--- config.mk ---
export PLATFORM = sky130hd
export DESIGN_NAME = relu_maxpool
export DESIGN_NICKNAME = d
export VERILOG_FILES = /design/src/rtl/relu_maxpool.sv
export SDC_FILE = /design/constraint.sdc
export NUM_CORES = 1
export LEC_CHECK = 0
export ABC_AREA = 1
export CAP_MARGIN = 0
export CORE_ASPECT_RATIO = 0.8
export CORE_MARGIN = 2
export CORE_UTILIZATION = 57
export DETAILED_ROUTE_END_ITERATION = 10
export PLACE_DENSITY = 0.89
export SYNTH_ARGS = -nofsm -noshare
export SYNTH_HDL_FRONTEND = slang
export SYNTH_SLANG_ARGS = --single-unit
--- constraint.sdc ---
create_clock -name clk -period 3.6 [get_ports clk]
set_input_delay 0.36 -clock clk [delete_from_list [all_inputs] [get_ports clk]]
set_output_delay 0.36 -clock clk [all_outputs]
set_load 0.01 [all_outputs]
--- src/rtl/relu_maxpool.sv ---
// relu_maxpool: 2x2 stride-2 max pooling with ReLU over a channel-major int8 feature map held in BRAM
module relu_maxpool #(
  parameter int DATA_WIDTH = 8,
  parameter int CHANNELS   = 32,
  parameter int HEIGHT     = 28,
  parameter int WIDTH      = 32,
  parameter int IN_ADDR_W  = 15,
  parameter int OUT_ADDR_W = 13
) (
  input  logic                         clk,
  input  logic                         rst,
  input  logic                         start,
  output logic                         busy,
  output logic                         done,
  output logic                         rd_en,
  output logic [IN_ADDR_W-1:0]         rd_addr,
  input  logic signed [DATA_WIDTH-1:0] rd_data,
  output logic                         wr_en,
  output logic [OUT_ADDR_W-1:0]        wr_addr,
  output logic signed [DATA_WIDTH-1:0] wr_data
);
  typedef enum logic [2:0] {IDLE, RD0, RD1, RD2, RD3, LAST, WR, DONE} state_t;
  localparam int TOTAL = CHANNELS * HEIGHT * WIDTH / 4;
  localparam int CW = $clog2(CHANNELS + 1);
  localparam int RW = $clog2(HEIGHT / 2 + 1);
  localparam int OW = $clog2(WIDTH / 2 + 1);
  state_t r_state, w_next;
  logic [1:0] r_rs;
  logic [CW-1:0] r_ch;
  logic [RW-1:0] r_orow;
  logic [OW-1:0] r_ocol;
  logic [OUT_ADDR_W-1:0] r_out_addr, r_wr_addr;
  logic [IN_ADDR_W-1:0] r_base, w_base_n, r_rd_addr, w_rd_addr_n;
  logic signed [DATA_WIDTH-1:0] r_acc, w_acc_n;
  logic r_busy, r_done, r_rd_en, r_wr_en;
  logic w_go, w_col_wrap, w_row_wrap, w_last, w_tap;
  assign busy    = r_busy;
  assign done    = r_done;
  assign rd_en   = r_rd_en;
  assign rd_addr = r_rd_addr;
  assign wr_en   = r_wr_en;
  assign wr_addr = r_wr_addr;
  assign wr_data = r_acc;
  always_ff @(posedge clk or posedge rst)
    if (rst) r_rs <= 2'b11;
    else     r_rs <= {r_rs[0], 1'b0};
  always_comb begin
    w_go       = start & ~r_rs[1];
    w_col_wrap = r_ocol == OW'(WIDTH / 2 - 1);
    w_row_wrap = r_orow == RW'(HEIGHT / 2 - 1);
    w_last     = w_col_wrap && w_row_wrap && r_ch == CW'(CHANNELS - 1);
    w_tap      = r_state inside {RD1, RD2, RD3, LAST};
    w_next     = (r_state == IDLE || r_state == DONE) ? (w_go ? RD0 : r_state) :
                 (r_state == WR) ? (w_last ? DONE : RD0) : state_t'(r_state + 3'd1);
    // Advancing the column by one window is +2; finishing a row pair (or a channel) is +2+WIDTH.
    w_base_n   = (r_state != WR) ? r_base : w_last ? '0 :
                 r_base + IN_ADDR_W'(2) + (w_col_wrap ? IN_ADDR_W'(WIDTH) : '0);
    w_rd_addr_n = (w_next == RD0) ? w_base_n :
                  (w_next == RD1) ? r_base + IN_ADDR_W'(1) :
                  (w_next == RD2) ? r_base + IN_ADDR_W'(WIDTH) :
                  (w_next == RD3) ? r_base + IN_ADDR_W'(WIDTH + 1) : '0;
    w_acc_n    = (w_next == RD0) ? '0 : (w_tap && rd_data > r_acc) ? rd_data : r_acc;
  end
  always_ff @(posedge clk or posedge rst)
    if (rst) begin
      r_state    <= IDLE;
      r_ch       <= '0;
      r_orow     <= '0;
      r_ocol     <= '0;
      r_out_addr <= '0;
      r_base     <= '0;
      r_acc      <= '0;
      r_busy     <= 1'b0;
      r_done     <= 1'b0;
      r_rd_en    <= 1'b0;
      r_rd_addr  <= '0;
      r_wr_en    <= 1'b0;
      r_wr_addr  <= '0;
    end else begin
      r_state   <= w_next;
      r_base    <= w_base_n;
      r_acc     <= w_acc_n;
      r_busy    <= w_next != IDLE && w_next != DONE;
      r_done    <= w_next == DONE;
      r_rd_en   <= w_next inside {RD0, RD1, RD2, RD3};
      r_rd_addr <= w_rd_addr_n;
      r_wr_en   <= w_next == WR;
      r_wr_addr <= (w_next == WR) ? r_out_addr : r_wr_addr;
      if (r_state == WR) begin
        r_out_addr <= w_last ? '0 : r_out_addr + 1'b1;
        r_ocol     <= w_col_wrap ? '0 : r_ocol + 1'b1;
        r_orow     <= w_col_wrap ? (w_row_wrap ? '0 : r_orow + 1'b1) : r_orow;
        r_ch       <= (w_col_wrap && w_row_wrap) ? (w_last ? '0 : r_ch + 1'b1) : r_ch;
      end
    end
endmodule

After elaboration in Yosys (flattened, before gate mapping) --
Cells that the tools add are included.
Word-level totals: bits in registers 88, output and inout bits 40
Cells by class: bitwise gates (word level) 2, reductions and logical operators 12, order comparisons 1, eq/ne operators 17, muxes and demuxes 17, add/subtract/negate cells 10
Operators with widths (number):
- 2-to-1 mux 15 bit | 6
- adder 15 x 6 -> 15 bit, second input constant | 2
- equality test 3 bit, second input constant | 7
- 2-to-1 mux 8 bit | 2
- adder 15 x 1 -> 15 bit, second input constant | 1
- adder 15 x 2 -> 15 bit, second input constant | 1
- adder 15 x 6 -> 15 bit | 1
- adder 13 x 1 -> 13 bit, second input constant | 1
- 2-to-1 mux 13 bit | 1
- equality test 3 x 2 -> 1 bit, second input constant | 4
- 2-to-1 mux 3 bit | 4
- 2-to-1 mux 6 bit | 2
- greater-than comparator 8 bit | 1
- nonzero test 4 bit | 2
- adder 6 x 1 -> 6 bit, second input constant | 1
- equality test 6 x 5 -> 1 bit, second input constant | 1
- inequality test 3 bit, second input constant | 2
- adder 5 x 1 -> 5 bit, second input constant | 1
- equality test 5 x 4 -> 1 bit, second input constant | 1
- 2-to-1 mux 5 bit | 1
- adder 4 x 1 -> 4 bit, second input constant | 1
- equality test 4 bit, second input constant | 1
- logical AND 1 bit | 4
- 2-to-1 mux 4 bit | 1
- 9 further kinds | 10

Longest topological paths before layout --
Gate-level depths: netlist of the first run.
depth in word-level cells 11, gate-level depth with buffers 15, mapped depth without buffers 15

Worst setup path after synthesis of the first run --
No wires, ideal clock.
path type reg-to-reg, start point register r_state[0], end point register r_wr_addr[12], in the netlist wr_addr[12], data required time 3.475 ns, path slack 1.595 ns, path buffers 1, clock period less this slack 2.005 ns, setup time 0.125 ns, cell stages (with the launch flop) 11, arrival time 1.881 ns, path through dfrtp_1 > inv_1 > ha_1 > nand2_4 > nor2_8 > nand3_4 > nand2_1 > nand2_4 > nor2_4 > buf_4 > mux2_2
Between the ends: cells in the longest elaborated chain, start to end 4, elaborated cells on any way between the ends 9, classes of those cells add/sub (1); eq/ne (3); mux (3); reduce/logical (2)
Ends and longest elaborated chain:
- from (decl) | line 27 | state_t r_state, w_next;
- from (signal assigned) | line 80 | r_state <= w_next;
- adder 3 x 1 -> 3 bit (tied with other cells) | line 54 | (r_state == WR) ? (w_last ? DONE : RD0) : state_t'(r_state + 3'd1);
- 2-to-1 mux 3 bit / logical OR 1 bit (equally long branches) | line 54, 53
- 2-to-1 mux 3 bit * | line 53 | w_next = (r_state == IDLE || r_state == DONE) ? (w_go ? RD0 : r_state) :
- equality test 3 bit * | line 88 | r_wr_addr <= (w_next == WR) ? r_out_addr : r_wr_addr;
- to (signal assigned) | line 88
- to (decl) | line 32 | logic [OUT_ADDR_W-1:0] r_out_addr, r_wr_addr;
Mark *: on every way between the ends. The rest lies on a longest branch, timed or not. A chain may end at the register's enable or synchronous reset.

Worst setup path after layout of the first run --
start point register r_state[0], end point register r_rd_addr[3], in the netlist rd_addr[3]
Between the ends: cells in the longest elaborated chain, start to end 8, elaborated cells on any way between the ends 18, classes of those cells add/sub (1); eq/ne (7); mux (8); reduce/logical (2)
Ends and longest elaborated chain:
- adder 3 x 1 -> 3 bit (tied with other cells) | line 54
- 2-to-1 mux 3 bit / logical OR 1 bit (equally long branches) | line 54, 53
- 2-to-1 mux 3 bit | line 53
- equality test 3 bit | line 61 | (w_next == RD3) ? r_base + IN_ADDR_W'(WIDTH + 1) : '0;
- 2-to-1 mux 15 bit | line 61
- 2-to-1 mux 15 bit | line 60 | (w_next == RD2) ? r_base + IN_ADDR_W'(WIDTH) :
- 2-to-1 mux 15 bit | line 59 | (w_next == RD1) ? r_base + IN_ADDR_W'(1) :
- 2-to-1 mux 15 bit * | line 58 | w_rd_addr_n = (w_next == RD0) ? w_base_n :
- named net w_rd_addr_n[3] | line 33 | logic [IN_ADDR_W-1:0] r_base, w_base_n, r_rd_addr, w_rd_addr_n;
- to (signal assigned) | line 86 | r_rd_addr <= w_rd_addr_n;
- to (decl) | line 33
Mark *: on every way through the listed nets, which the timed path passes. The rest lies on a longest branch.

==> flow_summary.yaml, run 1 <==
placement:
  dpl_cell_area_um2: 5620
  gp_congestion: 0.881
  post-dp-hpwl_um: 8650
  port_buffers: 50
finish:
  stdcell_area_um2: 5820
  utilization: 0.684
  layout_commonest_cell: "nand2_1"
  layout_common_cells: "nand2_1 (176), dfrtp_1 (86), inv_1 (69)"
  syn_to_final_growth_pct: 16.0
  layout-drive-gt1-share: 0.0815
  antenna_cells: 0
  layout.nets: 726
route:
  viasPerCell: 5.64
  finalWirelength_um: 12200
  route.detailed.drc: 0
  dr.pass1.iters: 6
  wl_per_cell_um: 15.0
  vias: 4575
  drt-initial-drc-count: 317
  drt.antenna.violating_nets: 0
floorplanning:
  ioPinCount: 51
  die_h_um: 87.9
  dieArea_um2: 9580
  core_area_um2: 8520
  chipWidth_um: 109
  start_util: 0.589
  num_rows: 30
worst_hold_path:
  hold-path-endpoint: "r_rs[1]$_DFF_PP1_"
  whs_path_depth: 0
  hold_start: "r_rs[0]$_DFF_PP1_"
  hold_class: "flop to flop"
setup_path:
  timing.rr.end: "rd_addr[3]$_DFF_PP0_"
  r2r_cells: 12
  r2r_setup_slack_ns: 0.79
  path_class: "flop to flop"
  end_kind: "flop"
  regToRegStartpoint: "r_state[0]$_DFF_PP0_"
  start_kind: "flop"
  worstPathMaxFanout: 17
  required_ns: 3.89
  cp.arrival_ns: 3.10
logic_synthesis:
  ys_ff_latch: 88
  ys.warnings.count: 0
  syn_area_per_cell_um2: 7.82
  ys_types: 39
  synth_area_um2: 5020
  syn_inst: 642
  syn_nets: 674
  ys_seq_area_frac: 0.439
timing:
  setup-tns-final_ns: 0
  min_period_over_period: 0.781
  drv_slew: 0
  max_freq_ghz: 0.356
  layout_min_cycle_time_ns: 2.81
  relSlewSlack: 0.285
  hold_viol_final: 0
  setup_viol: 0
  rsz0062_at_grt: "no"
  finClkSkew_ns: 0.0123
  worst_pin_slew_ns: 1.07
  holdWs_ns: 0.375
power_and_ir_drop:
  irDropWorstVdd_mv: 0.430
  p_leak_nw: 2.89
  power_mw: 1.82
  p_per_area_nw_per_um2: 313
clock_network:
  root_buffer: "clkbuf_8"
  postCtsSetupRepairBufs: 0
  numCtsBuffers: 9
  cts_resized: 0
  clock_sinks: 88
  ctsHoldBuffers: 0
  cts_tree: "built"
  cts_max_level: 3
  clockBufferDepth: 2
  clkTransAtPathRegs_ns: 0.09
  clk_latency_ns: 0.39
global_route:
  grt_pass1_vias: 4588
  grt_pass1_wl_um: 20400
  grt_max_degree: 65
  grt.total_usage: 0.276
  overflow: 0
  grt_antenna_before_repair: 0
run:
  maxCapViolCount: 0
run_status:
  status: "finished clean"
metrics by stage:
step                      setup slack (ns)  std cells
after floorplan                      0.965        642
after global placement                1.01        795
after global routing                 0.527        811
final                                0.790        811
after CTS                            0.856        811
after detailed placement             0.889        795
power by group:
group,internal (mW),switching (mW)
Combinational,0.0432,0.0655
Sequential,0.997,0.00419
Clock,0.326,0.384
Total,1.37,0.454
cell usage after synthesis (all sizes together):
cell type	number	area share
and3	2	0.0025
nor4	1	0.0012
buf	6	0.0070
inv	76	0.057
o21a	11	0.016
dfrtp	86	0.43
conb	1	0.00075
o21ai	32	0.032
nand3	50	0.053
o21ba	1	0.0020
nand3b	1	0.0015
o22ai	2	0.0025
nand2	183	0.14
mux2	5	0.011
a21oi	30	0.030
nor3b	3	0.0045
a21boi	1	0.0015
or2	5	0.0062
dfstp	2	0.010
clkinv	1	0.00075
nor3	12	0.012
clkbuf	5	0.0040
ha	21	0.052
a31oi	6	0.0075
xnor2	1	0.0017
nand4	9	0.011
nor2	71	0.067
xor2	18	0.031
metal layers:
metal / part of all wire / GRT usage / vias up
met5: 0 / 0 / -
met4: 0.030 / 0.121 / 0
met3: 0.084 / 0.0811 / 46
met2: 0.49 / 0.469 / 209
met1: 0.40 / 0.326 / 2154
li1: - / - / 2166
sequential cells by signal, summed over array words and instances, names as in the netlist:
register	cells
wr_en	1
r_rs	2
r_ocol	5
r_base	15
r_orow	4
rd_addr	15
rd_en	1
wr_data	8
done	1
r_out_addr	13
wr_addr	13
r_ch	6
r_state	3
busy	1
worst max-delay path by stage:
stage | start | endpoint | slack [ns] | depth (start not counted)
5_1_grt | r_state[0]$_DFF_PP0_ | rd_addr[3]$_DFF_PP0_ | 0.53 | 12
2_1_floorplan | rst | busy$_DFF_PP0_ | 0.96 | 1
4_1_cts | r_state[0]$_DFF_PP0_ | rd_addr[3]$_DFF_PP0_ | 0.86 | 12
3_5_place_dp | r_state[0]$_DFF_PP0_ | rd_addr[3]$_DFF_PP0_ | 0.89 | 12
3_3_place_gp | r_state[0]$_DFF_PP0_ | wr_data[6]$_DFFE_PP0P_ | 1.01 | 13
6_report | r_state[0]$_DFF_PP0_ | rd_addr[3]$_DFF_PP0_ | 0.79 | 12
final cells by class:
cell class | instances | area (um2)
fill | 693 | 2700
multi-input combinational | 466 | 2470
sequential | 88 | 2200
timing repair buffer | 52 | 515
inverter | 77 | 290
tap | 112 | 140
clock buffer | 9 | 124
clock inverter | 7 | 77.6
cell families (layout without fill, tap and decap cells):
kind of cell             count (synthesis)  in the layout  synth area share
adder cells (fa/ha/maj)                 21             21            0.0523
buffers and inverters                   88            145            0.0685
AO/OA/AOI/OAI                           83             83            0.0917
multiplexers                             5              5            0.0112
XOR/XNOR                                19             19            0.0331
other                                    1              1          0.000747
AND/OR/NAND/NOR                        337            337             0.303
flip-flops                              88             88             0.439
worst max-delay path, cell delays in order (launching register included):
cell,delay [ns]
dfrtp_1,0.45
inv_1,0.12
ha_1,0.23
nand2_4,0.16
inv_2,0.28
nor2_1,0.08
nor2_1,0.09
nand2_1,0.09
nand2_4,0.17
nand2_1,0.34
o21ai_1,0.38
nand3_1,0.13
a21oi_1,0.20
Power figures use the tool's default switching activity.
==> run 2: changes to the inputs <==
clock period = 2.75 ns   (was 3.6 ns; I/O delays follow)
==> run 2 against run 1 <==
  * Register-to-register slack got worse by 0.59 ns
  * Clock skew down 0.0012 ns
  * Critical endpoint is now wr_data[2]$_DFFE_PP0P_
  * Critical path type unchanged
  * Highest routed layer unchanged
  * Final cell count is 0.74% higher
  * Critical path depth is 1 higher
  * Flip-flop and latch count did not move
  * Wire length shrank 2.1%
  * Core utilization increased by 1.0 points
  * Die area did not move
  * Sequential power rose by 31%
  * Maximum frequency up 10%
  * Combinational power grew 32%
==> flow_summary.yaml, run 2 (synthesis results as in run 1) <==
clock_network:
  root_buffer: "clkbuf_8"
  numCtsBuffers: 9
  clockBufferDepth: 2
  postCtsSetupRepairBufs: 0
  clock_sinks: 88
  clkTransAtPathRegs_ns: 0.09
  cts_max_level: 3
  clk_latency_ns: 0.38
  ctsHoldBuffers: 0
  cts_tree: "built"
finish:
  syn_to_final_growth_pct: 17.7
  utilization: 0.694
  antenna_cells: 0
  layout_commonest_cell: "nand2_1"
  layout-drive-gt1-share: 0.0908
  final_cells: 817
  layout.nets: 732
  layout_common_cells: "nand2_1 (176), dfrtp_1 (86), inv_1 (69)"
  fillers: 667
route:
  drt.antenna.violating_nets: 0
  finalWirelength_um: 11900
  wl_per_cell_um: 14.6
  drt-initial-drc-count: 344
  viasPerCell: 5.56
  route.detailed.drc: 0
  dr.pass1.iters: 5
  vias: 4546
setup_path:
  worstPathMaxFanout: 17
  start_kind: "flop"
  critPathMaxStageDelay_ns: 0.45
  r2r_cells: 13
  end_kind: "flop"
  critPathMostFrequentCell: "nand2_4"
  cp.arrival_ns: 2.81
  slowest_stage: "dfrtp_1"
  cp-startpoint: "r_state[0]$_DFF_PP0_"
  path_cells: "inv_1 > ha_1 > nand2_4 > inv_2 > nor2_1 > nor2_1 > nand2_1 > nand2_4 > nand2_4 > nor2_8 > inv_2 > nand2_1 > o21ai_1"
  required_ns: 3.01
  path_class: "flop to flop"
  regToRegStartpoint: "r_state[0]$_DFF_PP0_"
power_and_ir_drop:
  p_per_area_nw_per_um2: 420
  power_mw: 2.48
  p_leak_nw: 2.93
  irDropWorstVdd_mv: 0.418
timing:
  finClkSkew_ns: 0.0111
  setup_viol: 0
  layout_min_cycle_time_ns: 2.55
  setup_ws_ns: 0.202
  worst_pin_slew_ns: 0.564
  relSlewSlack: 0.623
  setup-tns-final_ns: 0
  min_period_over_period: 0.926
  hold_viol_final: 0
  max_freq_ghz: 0.393
  drv_slew: 0
  rsz0062_at_grt: "no"
floorplanning:
  num_rows: 30
  chipWidth_um: 109
  die_h_um: 87.9
  core_area_um2: 8520
  ioPinCount: 51
  dieArea_um2: 9580
  start_util: 0.589
placement:
  port_buffers: 50
  post-dp-hpwl_um: 8600
  dp_cells: 801
  dp_slack_ns: 0.249
  gp_congestion: 0.940
global_route:
  grt_pass1_vias: 4374
  grt_pass1_wl_um: 20100
  grt_antenna_before_repair: 0
  grt_max_degree: 59
  overflow: 0
  grt.total_usage: 0.270
run_status:
  status: "finished clean"
run:
  maxCapViolCount: 0
worst_hold_path:
  hold_class: "input pin to asynchronous set/reset pin"
-- run 2: path summary, 6_finish.rpt --
path                                          end  slack (ns)
max                        wr_data[2]$_DFFE_PP0P_        0.20
max reg2reg                wr_data[2]$_DFFE_PP0P_        0.20
min reg2reg                     r_rs[1]$_DFF_PP1_        0.36
max in group asynchronous    r_base[10]$_DFF_PP0_        1.83
min in group clk                r_rs[1]$_DFF_PP1_        0.36
min                        wr_data[6]$_DFFE_PP0P_        0.25
-- run 2: repair_timing --
item	4_1_cts	5_1_grt
resized for setup	0	1
hold endpoints to repair	0	0
setup endpoints to repair	0	1
-- run 2: power breakdown --
group          total (mW)  internal (mW)  leakage, nW  switching, mW
Sequential           1.31           1.31         1.16        0.00550
Clock                1.03          0.523        0.112          0.507
Combinational       0.144         0.0576         1.67         0.0860
-- run 2: final cells by class --
| type | instances | area [um2] | share of cell area |
|---|---|---|---|
| clock inverters | 7 | 101 | 0.0172 |
| well taps | 112 | 140 | 0.0237 |
| multi-input cells | 466 | 2480 | 0.419 |
| flip-flops and latches | 88 | 2200 | 0.373 |
| inverters | 77 | 290 | 0.0491 |
| repair buffers | 58 | 573 | 0.0970 |
| clock buffers | 9 | 124 | 0.0210 |
-- run 2: critical path: cells and delay by family (launching register included) --
| family | cells | cell delay (ns) |
|---|---|---|
| and+or+nand+nor | 8 | 1.15 |
| AOI/OAI and AO/OA | 1 | 0.10 |
| adders and majority gates | 1 | 0.24 |
| DFF | 1 | 0.45 |
| buffers and inverters | 3 | 0.49 |
-- run 2: layer usage --
layer  up-vias  GRT usage  share of wire
li1       2180          -              -
met1      2150      0.355           0.42
met2       182      0.440           0.48
met3        34     0.0699          0.072
met4         0     0.0874          0.023
met5         -          0              0
-- run 2: per-stage QoR --
step                hold WS, ns  area [um2]
floorplan                 0.345        5020
global placement          0.346        5680
detailed placement        0.350        5680
CTS                       0.261        5910
global route              0.281        5910
finish                    0.246        5910
